**src/rtl/adder_share_rr_sched.sv**
```systemverilog
// adder_share_rr_sched: round-robin scheduler sharing one signed adder among NUM_REQ requesters.
// Optional saturation of LSB-selected results when ADDER_SHARE_SAT_EN is defined (adds sat_flag).
module adder_share_rr_sched #(
  parameter int NUM_REQ        = 4,
  parameter int DATA_IN_WIDTH  = 8,
  parameter int DATA_OUT_WIDTH = 8,
  parameter int TAKE_MSB       = 1,
  parameter int ID_WIDTH       = (NUM_REQ > 1) ? $clog2(NUM_REQ) : 1
) (
  input  logic                              clk,
  input  logic                              rst_n,
  input  logic [NUM_REQ-1:0]                req_valid,
  output logic [NUM_REQ-1:0]                req_ready,
  input  logic [NUM_REQ*DATA_IN_WIDTH-1:0]  req_data_1,
  input  logic [NUM_REQ*DATA_IN_WIDTH-1:0]  req_data_2,
  output logic                              resp_valid,
  input  logic                              resp_ready,
  output logic [ID_WIDTH-1:0]               resp_id,
  output logic [DATA_OUT_WIDTH-1:0]         resp_data,
`ifdef ADDER_SHARE_SAT_EN
  output logic                              sat_flag,
`endif
  output logic                              busy
);
  localparam int SW = DATA_IN_WIDTH + 1;
  typedef enum logic {IDLE, HOLD} state_t;
  state_t                      state_q;
  logic [ID_WIDTH-1:0]         rr_ptr_q, resp_id_q, gnt, idx;
  logic [DATA_OUT_WIDTH-1:0]   resp_data_q, res_d;
  logic                        resp_valid_q, found, can_accept, xfer;
  logic [DATA_IN_WIDTH-1:0]    a, b;
  logic signed [SW-1:0]        sum;
  // Walk downward so the lowest offset from rr_ptr is the last (winning) assignment.
  always_comb begin
    found = 1'b0;
    gnt   = rr_ptr_q;
    idx   = rr_ptr_q;
    for (int k = NUM_REQ - 1; k >= 0; k--) begin
      idx = ID_WIDTH'((int'(rr_ptr_q) + k) % NUM_REQ);
      if (req_valid[idx]) begin
        found = 1'b1;
        gnt   = idx;
      end
    end
  end
  assign can_accept = rst_n && (state_q == IDLE || resp_ready);
  assign xfer       = can_accept && found;
  assign req_ready  = xfer ? ({{(NUM_REQ-1){1'b0}}, 1'b1} << gnt) : '0;
  assign a          = req_data_1[gnt*DATA_IN_WIDTH +: DATA_IN_WIDTH];
  assign b          = req_data_2[gnt*DATA_IN_WIDTH +: DATA_IN_WIDTH];
  assign sum        = {a[DATA_IN_WIDTH-1], a} + {b[DATA_IN_WIDTH-1], b};
`ifdef ADDER_SHARE_SAT_EN
  logic sat_d, sat_q;
`endif
  generate
    if (TAKE_MSB != 0) begin : g_msb
      assign res_d = DATA_OUT_WIDTH'(sum >>> (SW - DATA_OUT_WIDTH));
`ifdef ADDER_SHARE_SAT_EN
      assign sat_d = 1'b0;
`endif
    end else begin : g_lsb
`ifdef ADDER_SHARE_SAT_EN
      logic fits;
      // The sum fits when every bit above the result's sign bit equals it.
      assign fits  = (&sum[SW-1:DATA_OUT_WIDTH-1]) || !(|sum[SW-1:DATA_OUT_WIDTH-1]);
      assign sat_d = !fits;
      assign res_d = fits ? sum[DATA_OUT_WIDTH-1:0]
                          : {sum[SW-1], {(DATA_OUT_WIDTH-1){~sum[SW-1]}}};
`else
      assign res_d = DATA_OUT_WIDTH'(sum);
`endif
    end
  endgenerate
  always_ff @(posedge clk or negedge rst_n) begin
    if (!rst_n) begin
      state_q      <= IDLE;
      rr_ptr_q     <= '0;
      resp_valid_q <= 1'b0;
      resp_id_q    <= '0;
      resp_data_q  <= '0;
`ifdef ADDER_SHARE_SAT_EN
      sat_q        <= 1'b0;
`endif
    end else if (xfer) begin
      state_q      <= HOLD;
      rr_ptr_q     <= (gnt == ID_WIDTH'(NUM_REQ - 1)) ? '0 : gnt + 1'b1;
      resp_valid_q <= 1'b1;
      resp_id_q    <= gnt;
      resp_data_q  <= res_d;
`ifdef ADDER_SHARE_SAT_EN
      sat_q        <= sat_d;
`endif
    end else if (state_q == HOLD && resp_ready) begin
      state_q      <= IDLE;
      resp_valid_q <= 1'b0;
    end
  end
  assign resp_valid = resp_valid_q;
  assign resp_id    = resp_id_q;
  assign resp_data  = resp_data_q;
  assign busy       = (state_q == HOLD);
`ifdef ADDER_SHARE_SAT_EN
  assign sat_flag   = sat_q;
`endif
endmodule
```
**config.mk**
```make
export PLATFORM = sky130hd
export DESIGN_NAME = adder_share_rr_sched
export DESIGN_NICKNAME = d
export VERILOG_FILES = /design/src/rtl/adder_share_rr_sched.sv
export SDC_FILE = /design/constraint.sdc
export NUM_CORES = 1
export LEC_CHECK = 0
export CAP_MARGIN = 20
export CORE_MARGIN = 10
export CORE_UTILIZATION = 35
export DETAILED_ROUTE_END_ITERATION = 8
export GPL_TIMING_DRIVEN = 0
export PLACE_DENSITY = 0.74
export REMOVE_ABC_BUFFERS = 1
export SYNTH_ARGS = -nofsm -noshare
export SYNTH_HDL_FRONTEND = slang
export SYNTH_SLANG_ARGS = --single-unit
```
**constraint.sdc**
```tcl
create_clock -name clk -period 5 [get_ports clk]
set_clock_uncertainty 0.05 [all_clocks]
set_input_delay 1.25 -clock clk [delete_from_list [all_inputs] [get_ports clk]]
set_output_delay 1.25 -clock clk [all_outputs]
set_load 0.03 [all_outputs]
```
==> results of run 1 <==
tightest hold or removal path, stage by stage (launching register included):
cell     delay (ns)
dfrtp_1        0.34
nand2_1        0.05
nand2_1        0.05
worst max path at each step:
stage / endpoint / slack [ns] / cells after the start
finish: req_ready[1] / 0.12 / 8
detailed placement: req_ready[1] / -1.02 / 8
global route: resp_data[5] / 0.0005 / 15
floorplan: req_ready[0] / 0.52 / 6
CTS: req_ready[1] / 0.06 / 8
global placement: req_ready[1] / -1.01 / 8
cells by family (layout without fill, tap and decap cells):
family                   count (synthesis)  count (layout)  synth area share (%)
multiplexers                            14              14                 10.18
flip-flops                              13              13                 21.00
AND/OR/NAND/NOR                         91              92                 26.74
adder cells (fa/ha/maj)                 12              12                 10.18
AO/OA/AOI/OAI                           56              56                 24.80
XOR/XNOR                                 3               3                 1.697
buffers and inverters                   18              98                 5.411
area by class of cell:
| class | count | area, um^2 | area share (%) |
|---|---|---|---|
| flip-flops and latches | 13 | 325.3 | 12.99 |
| multi-input cells | 177 | 1175 | 46.90 |
| inverters | 7 | 32.53 | 1.299 |
| well taps | 52 | 65.06 | 2.597 |
| repair buffers | 87 | 862.1 | 34.42 |
| clock buffers | 4 | 45.04 | 1.798 |
layer usage:
layer	up-vias	part of all wire [%]
met2	62	50
li1	906	-
met5	-	0
met4	0	0.27
met3	2	11
met1	779	39
through the flow:
| step | TNS (ns) | power (mW) | instances | utilization [%] |
|---|---|---|---|---|
| 6_report | 0 | 1.217 | 340 | 57.93 |
| 5_1_grt | 0 | 1.351 | 340 | 57.93 |
| 4_1_cts | 0 | 1.213 | 339 | 57.49 |
| 3_5_place_dp | -5.413 | 1.099 | 334 | 55.90 |
| 3_3_place_gp | -5.264 | 1.084 | 334 | 55.90 |
| 2_1_floorplan | 0 | 0.8173 | 196 | - |
state kept, by name, summed over array words and instances (netlist names):
register   flops
busy           1
resp_data      8
resp_id        2
rr_ptr_q       2
power groups by stage:
stage / clock network (mW) / logic, mW / registers [mW]
floorplan: 0 / 0.561 / 0.256
global placement: 0 / 0.900 / 0.184
CTS: 0.0959 / 0.933 / 0.184
detailed placement: 0 / 0.914 / 0.185
global route: 0.100 / 1.06 / 0.193
finish: 0.0927 / 0.939 / 0.185
timing repair:
item | 4_1_cts | 5_1_grt
pin swaps | 0 | 0
resized for setup | 11 | 2
setup endpoints to repair | 9 | 4
setup buffers | 1 | 0
cloned | 0 | 1
cells in the final DEF, fill, tap and decap left out, types with 7 or more instances in the layout:
master	netlist	final
o21ai_0	8	7
a31oi_1	15	15
dfrtp_1	13	13
nand2_1	47	47
mux2_1	14	14
a21oi_1	10	9
ha_1	11	11
clkdlybuf4s50_1	0	81
nor2_1	17	17
==> flow_summary.toml, run 1 <==
[sta]
max_slew_margin_pct = 54.76
rsz0062_at_grt = "false"
period_share_pct = 97.51
max_freq_mhz = 205.1
worst_pin_slew_ns = 0.6786
finalHoldViolCount = 0
holdWs_ns = 0.4239
setup_viol = 0
finalMaxSlewViolations = 0
period_needed_ns = 4.876
setup_ws_ns = 0.1245

[yosys]
ys_ff_latch = 13
synth_cells = 207
synth.most_common_cell = "nand2_1"
synth_top_area_share_pct = 21.00
synth-async-reset-ratio_pct = 100.0
synth_cell_type_count = 45
yosysTopAreaCell = "dfrtp_1"
avgSynthCellArea_um2 = 7.483
synth_commonest_cells = "nand2_1, nor2_1, a31oi_1"
synth_flop_cell = "dfrtp_1"
synthTopCellsByArea = "dfrtp_1, nand2_1, mux2_1"
yosysWarningCount = 0
ys_seq_area_share_pct = 21.00
syn-cell-area_um2 = 1549
synth_edf_count = 0

[setup_path]
reg2reg_from = "rr_ptr_q[1]"
max_stage_delay_ns = 0.61
r2r_setup_slack_ns = 1.35
cp.buffers_inverters = 3
required_ns = 3.70
crit_chain = "clkdlybuf4s50_1 > nor2b_1 > or4_4 > nand2_8 > clkinvlp_4 > ha_1 > and2_1 > dlygate4sd2_1"
arrival_ns = 3.58
cp_top_family = "simple AND/OR/NAND/NOR gates"
criticalPathCategory = "input port to output port"
r2r_cells = 14
cp-start-kind = "input port"
cp_slowest_cell = "or4_4"
setup.worst_path.start = "req_valid[0]"
crit_fanout = 16
critPathCaptureType = "output port"
r2r-end = "resp_data[5]"

[min_path]
min_from = "resp_data[0]"
hold_class = "flip-flop to flip-flop"
hold_depth = 2
hold_end = "resp_data[0]"

[cts]
clk_pin_slew_worst_paths_ns = 0.05
cts_buffer_depth = 2
postCtsHoldBufs = 0
clkLatencyLatePin_ns = 0.24
tritoncts = "done"
htree_num_levels = 1
clock_sinks = 13
cts_made_buffers = 3
ctsRootBufferMaster = "clkbuf_8"

[grt]
grt-busiest-layer = "met2"
grt_pass1_wl_um = 7693
track_usage_pct = 12.20
grtUsageMet1_pct = 12.14
grt_overflow = 0
met3_usage_pct = 6.379
met2_usage_pct = 22.48
grt_pass1_vias = 1726
grt_max_degree = 35
antenna_found_initial = 0

[detailed_routing]
ant_nets = 0
num_vias = 1749
wl_per_cell_um = 14.33
drc = 0
wl_um = 4871
vias_per_cell = 5.144
drt_first_pass_iters = 4
drt_iter0_markers = 55

[power_and_ir_drop]
p_seq_share_pct = 15.2
power.leakage_nw = 1.037
p_per_area_nw_per_um2 = 485.7
switching_share_pct = 49.87
clock_power_share_pct = 7.6
intPower_mw = 0.6099
p_comb_share_pct = 77.2
p_sw_mw = 0.6068
peakVddDrop_mv = 0.2099

[placement]
place_area_um2 = 2417
hpwl_um = 3863
place_worst_setup_slack_ns = -1.016
routabilityCongestion = 0.7962
portBuffers = 86

[run_status]
status = "finished clean"

[floorplan]
core_area_um2 = 4324
ios = 87
die_x_um = 86.53
start_util_pct = 35.82
rows = 24
die_h_um = 86.53
die_area_um2 = 7487

[layout]
post_route_cells_drive_above_1_share_pct = 6.597
nFillCells = 429
final_cell_area_um2 = 2505
final_nets = 372
n_antenna_cell = 0
syn_to_final_growth_pct = 61.71

[job]
drv_cap = 0
Note: power is estimated with default switching activity, not from simulation.
==> inputs of run 2 (changes only) <==
- CORE_UTILIZATION: 35 -> 40
- PLACE_DENSITY: 0.74 -> 0.83
- TNS_END_PERCENT: not set -> 1
==> run 2 against run 1 <==
Count of clock-buffer cells in the layout stayed put. Global-route usage grew 1.6 points. Via count fell by 0.40%. Wire length is 0.74% higher. First-iteration DRC count fell by 7.3%. Combinational power down 1%. Sequential power about the same. Cell area is 0.25% lower. Critical path depth stayed put. Cell count shrank 1.2%. Sequential share of layout area is essentially flat. Critical path type unchanged. Critical endpoint unchanged.
==> flow_summary.toml, run 2 (synthesis results as in run 1) <==
[min_path]
min_from = "resp_id[1]"
hold_class = "flip-flop to flip-flop"
hold_end = "resp_id[1]"
hold_depth = 2

[detailed_routing]
drt_iter0_markers = 51
vias_per_cell = 5.185
wl_um = 4907
wl_per_cell_um = 14.60
drc = 0
drt_first_pass_iters = 4
ant_nets = 0
num_vias = 1742

[sta]
setup_viol = 0
finalMaxSlewViolations = 0
tns_ns = 0
finalHoldViolCount = 0
setup_ws_ns = 0.1882
period_needed_ns = 4.812
period_share_pct = 96.24
rsz0062_at_grt = "false"
max_freq_mhz = 207.8
max_slew_margin_pct = 52.15
worst_pin_slew_ns = 0.7177

[floorplan]
rows = 22
ios = 87
die_x_um = 82.23
start_util_pct = 41.68
die_area_um2 = 6762
die_h_um = 82.23
core_area_um2 = 3716

[layout]
layout_common_cells = "clkdlybuf4s50_1, nand2_1, nor2_1, a31oi_1, mux2_1"
final_common_cell = "clkdlybuf4s50_1"
largest_reg_flops = 8
fin_cells = 336
post_route_cells_drive_above_1_share_pct = 6.250
syn_to_final_growth_pct = 61.31
postLayoutCoreUtil_pct = 67.24
regArea_um2 = 325.3
final_cell_area_um2 = 2499
n_antenna_cell = 0
nFillCells = 334
final_nets = 372
multi_input_area_um2 = 1171

[power_and_ir_drop]
p_per_area_nw_per_um2 = 482.6
peakVddDrop_mv = 0.2382
power.leakage_nw = 1.046

[setup_path]
required_ns = 3.70
criticalPathCategory = "input port to output port"
cp-start-kind = "input port"
r2r-end = "resp_data[6]"
critPathCaptureType = "output port"
r2r_cells = 14
r2r_setup_slack_ns = 1.39
arrival_ns = 3.51
reg2reg_from = "rr_ptr_q[1]"
crit_fanout = 16

[grt]
antenna_found_initial = 0
grt_pass1_vias = 1750
grt_overflow = 0
grt_max_degree = 35
track_usage_pct = 13.75
grt_pass1_wl_um = 7624

[cts]
clk_pin_slew_worst_paths_ns = 0.06
postCtsHoldBufs = 0
cts_buffer_depth = 2
htree_num_levels = 1
clkLatencyLatePin_ns = 0.24
tritoncts = "done"
ctsRootBufferMaster = "clkbuf_8"
clock_sinks = 13
cts_made_buffers = 3

[placement]
post-place-cells = 330
portBuffers = 86
routabilityCongestion = 0.7795
place_worst_setup_slack_ns = -0.9808
place_area_um2 = 2412
hpwl_um = 3886

[job]
drv_cap = 0

[run_status]
status = "finished clean"
## run 2: cell type report
class / count / area share, %
Timing Repair Buffer: 87 / 34.60
Inverter: 7 / 1.302
Tap cell: 48 / 2.404
Multi-Input combinational cell: 177 / 46.87
Clock buffer: 4 / 1.803
Sequential cell: 13 / 13.02
## run 2: worst max-delay path by stage
stage / from / to / slack [ns] / cells after the start
finish: req_valid[0] / req_ready[1] / 0.19 / 8
global route: req_valid[0] / resp_data[6] / 0.05 / 15
CTS: req_valid[3] / req_ready[1] / 0.05 / 8
detailed placement: req_valid[2] / req_ready[1] / -0.98 / 8
global placement: req_valid[2] / req_ready[1] / -0.96 / 8
floorplan: req_valid[2] / req_ready[0] / 0.52 / 6
## run 2: metal layers
| layer | vias up | track usage (%) | wire [um] |
|---|---|---|---|
| li1 | 904 | - | - |
| met1 | 783 | 14.79 | 1817 |
| met2 | 53 | 25.74 | 2662 |
| met3 | 2 | 5.184 | 399 |
| met4 | 0 | 1.190 | 27 |
| met5 | - | 0 | 0 |
## run 2: metrics by stage
stage                     total power, mW  hold slack, ns
after floorplan                    0.8173          0.5045
after global placement              1.068          0.4075
after detailed placement            1.083          0.4237
after CTS                           1.199          0.4366
after global routing                1.333          0.4502
final                               1.206          0.4297
## run 2: critical path: stages
cell and delay, ns:
clkdlybuf4s50_1 0.47, nor2b_1 0.17, or4_4 0.61, nand2_8 0.18
clkinvlp_4 0.15, ha_1 0.18, and2_1 0.13, dlygate4sd2_1 0.35
## run 2: power breakdown
group	total (mW)	switching (mW)	internal [mW]
clock network	0.0948	0.0385	0.0563
registers	0.184	0.0318	0.152
logic	0.927	0.530	0.398
total	1.21	0.600	0.606
## run 2: repair_timing
| item | 4_1_cts | 5_1_grt |
|---|---|---|
| buffers inserted | 1 | 0 |
| gates cloned | 0 | 1 |
| setup endpoints to repair | 8 | 4 |
| gates resized for setup | 11 | 2 |
==> inputs of run 3 (changes only) <==
- CORE_UTILIZATION: 40 -> 42
- CTS_CLUSTER_SIZE: not set -> 40
- PLACE_DENSITY: 0.83 -> 0.87
==> run 3 against run 2 <==
Wire length grew 0.51%. Cell area decreased by 0.20%. Worst hold slack worse by 0.0055 ns. Global-route usage rose by 0.76 points. First-iteration DRC count is 78% higher. Largest cell class unchanged. Core utilization increased by 1.9 points. Count of clock-buffer cells in the layout is the same. Sequential power is essentially flat. Register-to-register slack worse by 0.10 ns. Critical path type unchanged. Setup slack worse by 0.063 ns.
==> flow_summary.toml, run 3 (synthesis results as in run 1) <==
[grt]
antenna_found_initial = 0
grt_max_degree = 35
grt_pass1_wl_um = 7824
grt_overflow = 0
track_usage_pct = 14.51
grt_pass1_vias = 1781

[floorplan]
start_util_pct = 42.96
die_area_um2 = 6517
die_h_um = 80.73
core_area_um2 = 3606
die_x_um = 80.73
ios = 87
rows = 22

[setup_path]
crit_fanout = 31
cp-start-kind = "input port"
required_ns = 3.70
critPathCaptureType = "output port"
crit_chain = "clkdlybuf4s50_1 > nor2b_1 > or4_4 > nand2_8 > clkinvlp_4 > ha_1 > and2_1 > dlygate4sd2_1"
max_stage_delay_ns = 0.59
criticalPathCategory = "input port to output port"
cp_slowest_cell = "or4_4"
arrival_ns = 3.57

[layout]
final_nets = 371
largest_reg_flops = 8
post_route_cells_drive_above_1_share_pct = 6.272
postLayoutCoreUtil_pct = 69.15
syn_to_final_growth_pct = 60.99
layout_common_cells = "clkdlybuf4s50_1, nand2_1, nor2_1, a31oi_1, mux2_1"
n_antenna_cell = 0
fin_cells = 335
final_common_cell = "clkdlybuf4s50_1"

[detailed_routing]
drc = 0
drt_iter0_markers = 91
wl_per_cell_um = 14.72
ant_nets = 0
vias_per_cell = 5.301
drt_first_pass_iters = 4
num_vias = 1776
wl_um = 4932

[placement]
routabilityCongestion = 0.7995
post-place-cells = 330
portBuffers = 86
hpwl_um = 3794

[sta]
max_slew_margin_pct = 49.08
finalMaxSlewViolations = 0
holdWs_ns = 0.4242
worst_pin_slew_ns = 0.7638
period_needed_ns = 4.875
period_share_pct = 97.49
max_freq_mhz = 205.1
setup_viol = 0
rsz0062_at_grt = "false"
finalHoldViolCount = 0

[min_path]
hold_class = "flip-flop to flip-flop"

[cts]
cts_made_buffers = 3
postCtsHoldBufs = 0
clk_pin_slew_worst_paths_ns = 0.05
tritoncts = "done"
htree_num_levels = 1
ctsRootBufferMaster = "clkbuf_8"
clock_sinks = 13
cts_buffer_depth = 2
clkLatencyLatePin_ns = 0.24

[power_and_ir_drop]
p_sw_mw = 0.6038
p_seq_share_pct = 15.2
switching_share_pct = 49.96
peakVddDrop_mv = 0.1962
power.leakage_nw = 1.040
p_comb_share_pct = 77.0
clock_power_share_pct = 7.8
p_per_area_nw_per_um2 = 484.6
intPower_mw = 0.6047
finalPower_mw = 1.209

[job]
drv_cap = 0

[run_status]
status = "finished clean"
==> run 3: worst max-delay path: cells and delay by family <==
kind / cells / cell delay [ns]
buffers and inverters: 3 / 1.01
AND/OR/NAND/NOR: 4 / 1.10
adder cells (fa/ha/maj): 1 / 0.20
==> run 3: what timing repair did <==
action | in CTS | in global routing
setup endpoints to repair | 9 | 4
setup buffers | 1 | 0
hold endpoints to repair | 0 | 0
gates resized for setup | 11 | 3
==> run 3: routing by layer <==
metal | global-route usage (%) | up-vias | wire, um
met4 | 6.401 | 0 | 78
met5 | 0 | - | 0
li1 | - | 899 | -
met1 | 14.97 | 798 | 1951
met3 | 5.519 | 7 | 526
met2 | 25.64 | 72 | 2377
==> run 3: final cells by class <==
type	instances	area, um^2
multi-input cells	176	1166
fillers	301	1112
repair buffers	87	864.6
flip-flops and latches	13	325.3
well taps	48	60.06
clock buffers	4	45.04
inverters	7	32.53
==> run 3: power by group through the flow <==
stage | Sequential, mW | Clock (mW) | Combinational [mW]
2_1_floorplan | 0.256 | 0 | 0.561
3_3_place_gp | 0.182 | 0 | 0.886
3_5_place_dp | 0.183 | 0 | 0.906
4_1_cts | 0.182 | 0.0937 | 0.927
5_1_grt | 0.190 | 0.0986 | 1.03
6_report | 0.184 | 0.0943 | 0.930
==> run 3: through the flow <==
| stage | cell area [um^2] | setup slack (ns) | TNS [ns] |
|---|---|---|---|
| 2_1_floorplan | 1491 | 0.5179 | 0 |
| 3_3_place_gp | 2412 | -0.9501 | -4.674 |
| 3_5_place_dp | 2412 | -1.020 | -5.363 |
| 4_1_cts | 2481 | 0.01754 | 0 |
| 5_1_grt | 2494 | 0.005522 | 0 |
| 6_report | 2494 | 0.1254 | 0 |
==> run 3: path summary, 6_finish.rpt <==
check / startpoint / to / slack [ns] / cells after the start
hold reg to reg: resp_data[0] / resp_data[0] / 0.42 / 2
max in group asynchronous: rst_n / resp_data[5] / 3.39 / 1
setup reg to reg: rr_ptr_q[1] / resp_data[5] / 1.29 / 14
setup / recovery: req_valid[0] / req_ready[1] / 0.13 / 8
min in group asynchronous: rst_n / busy / 1.09 / 1
hold / removal: resp_data[0] / resp_data[0] / 0.42 / 2
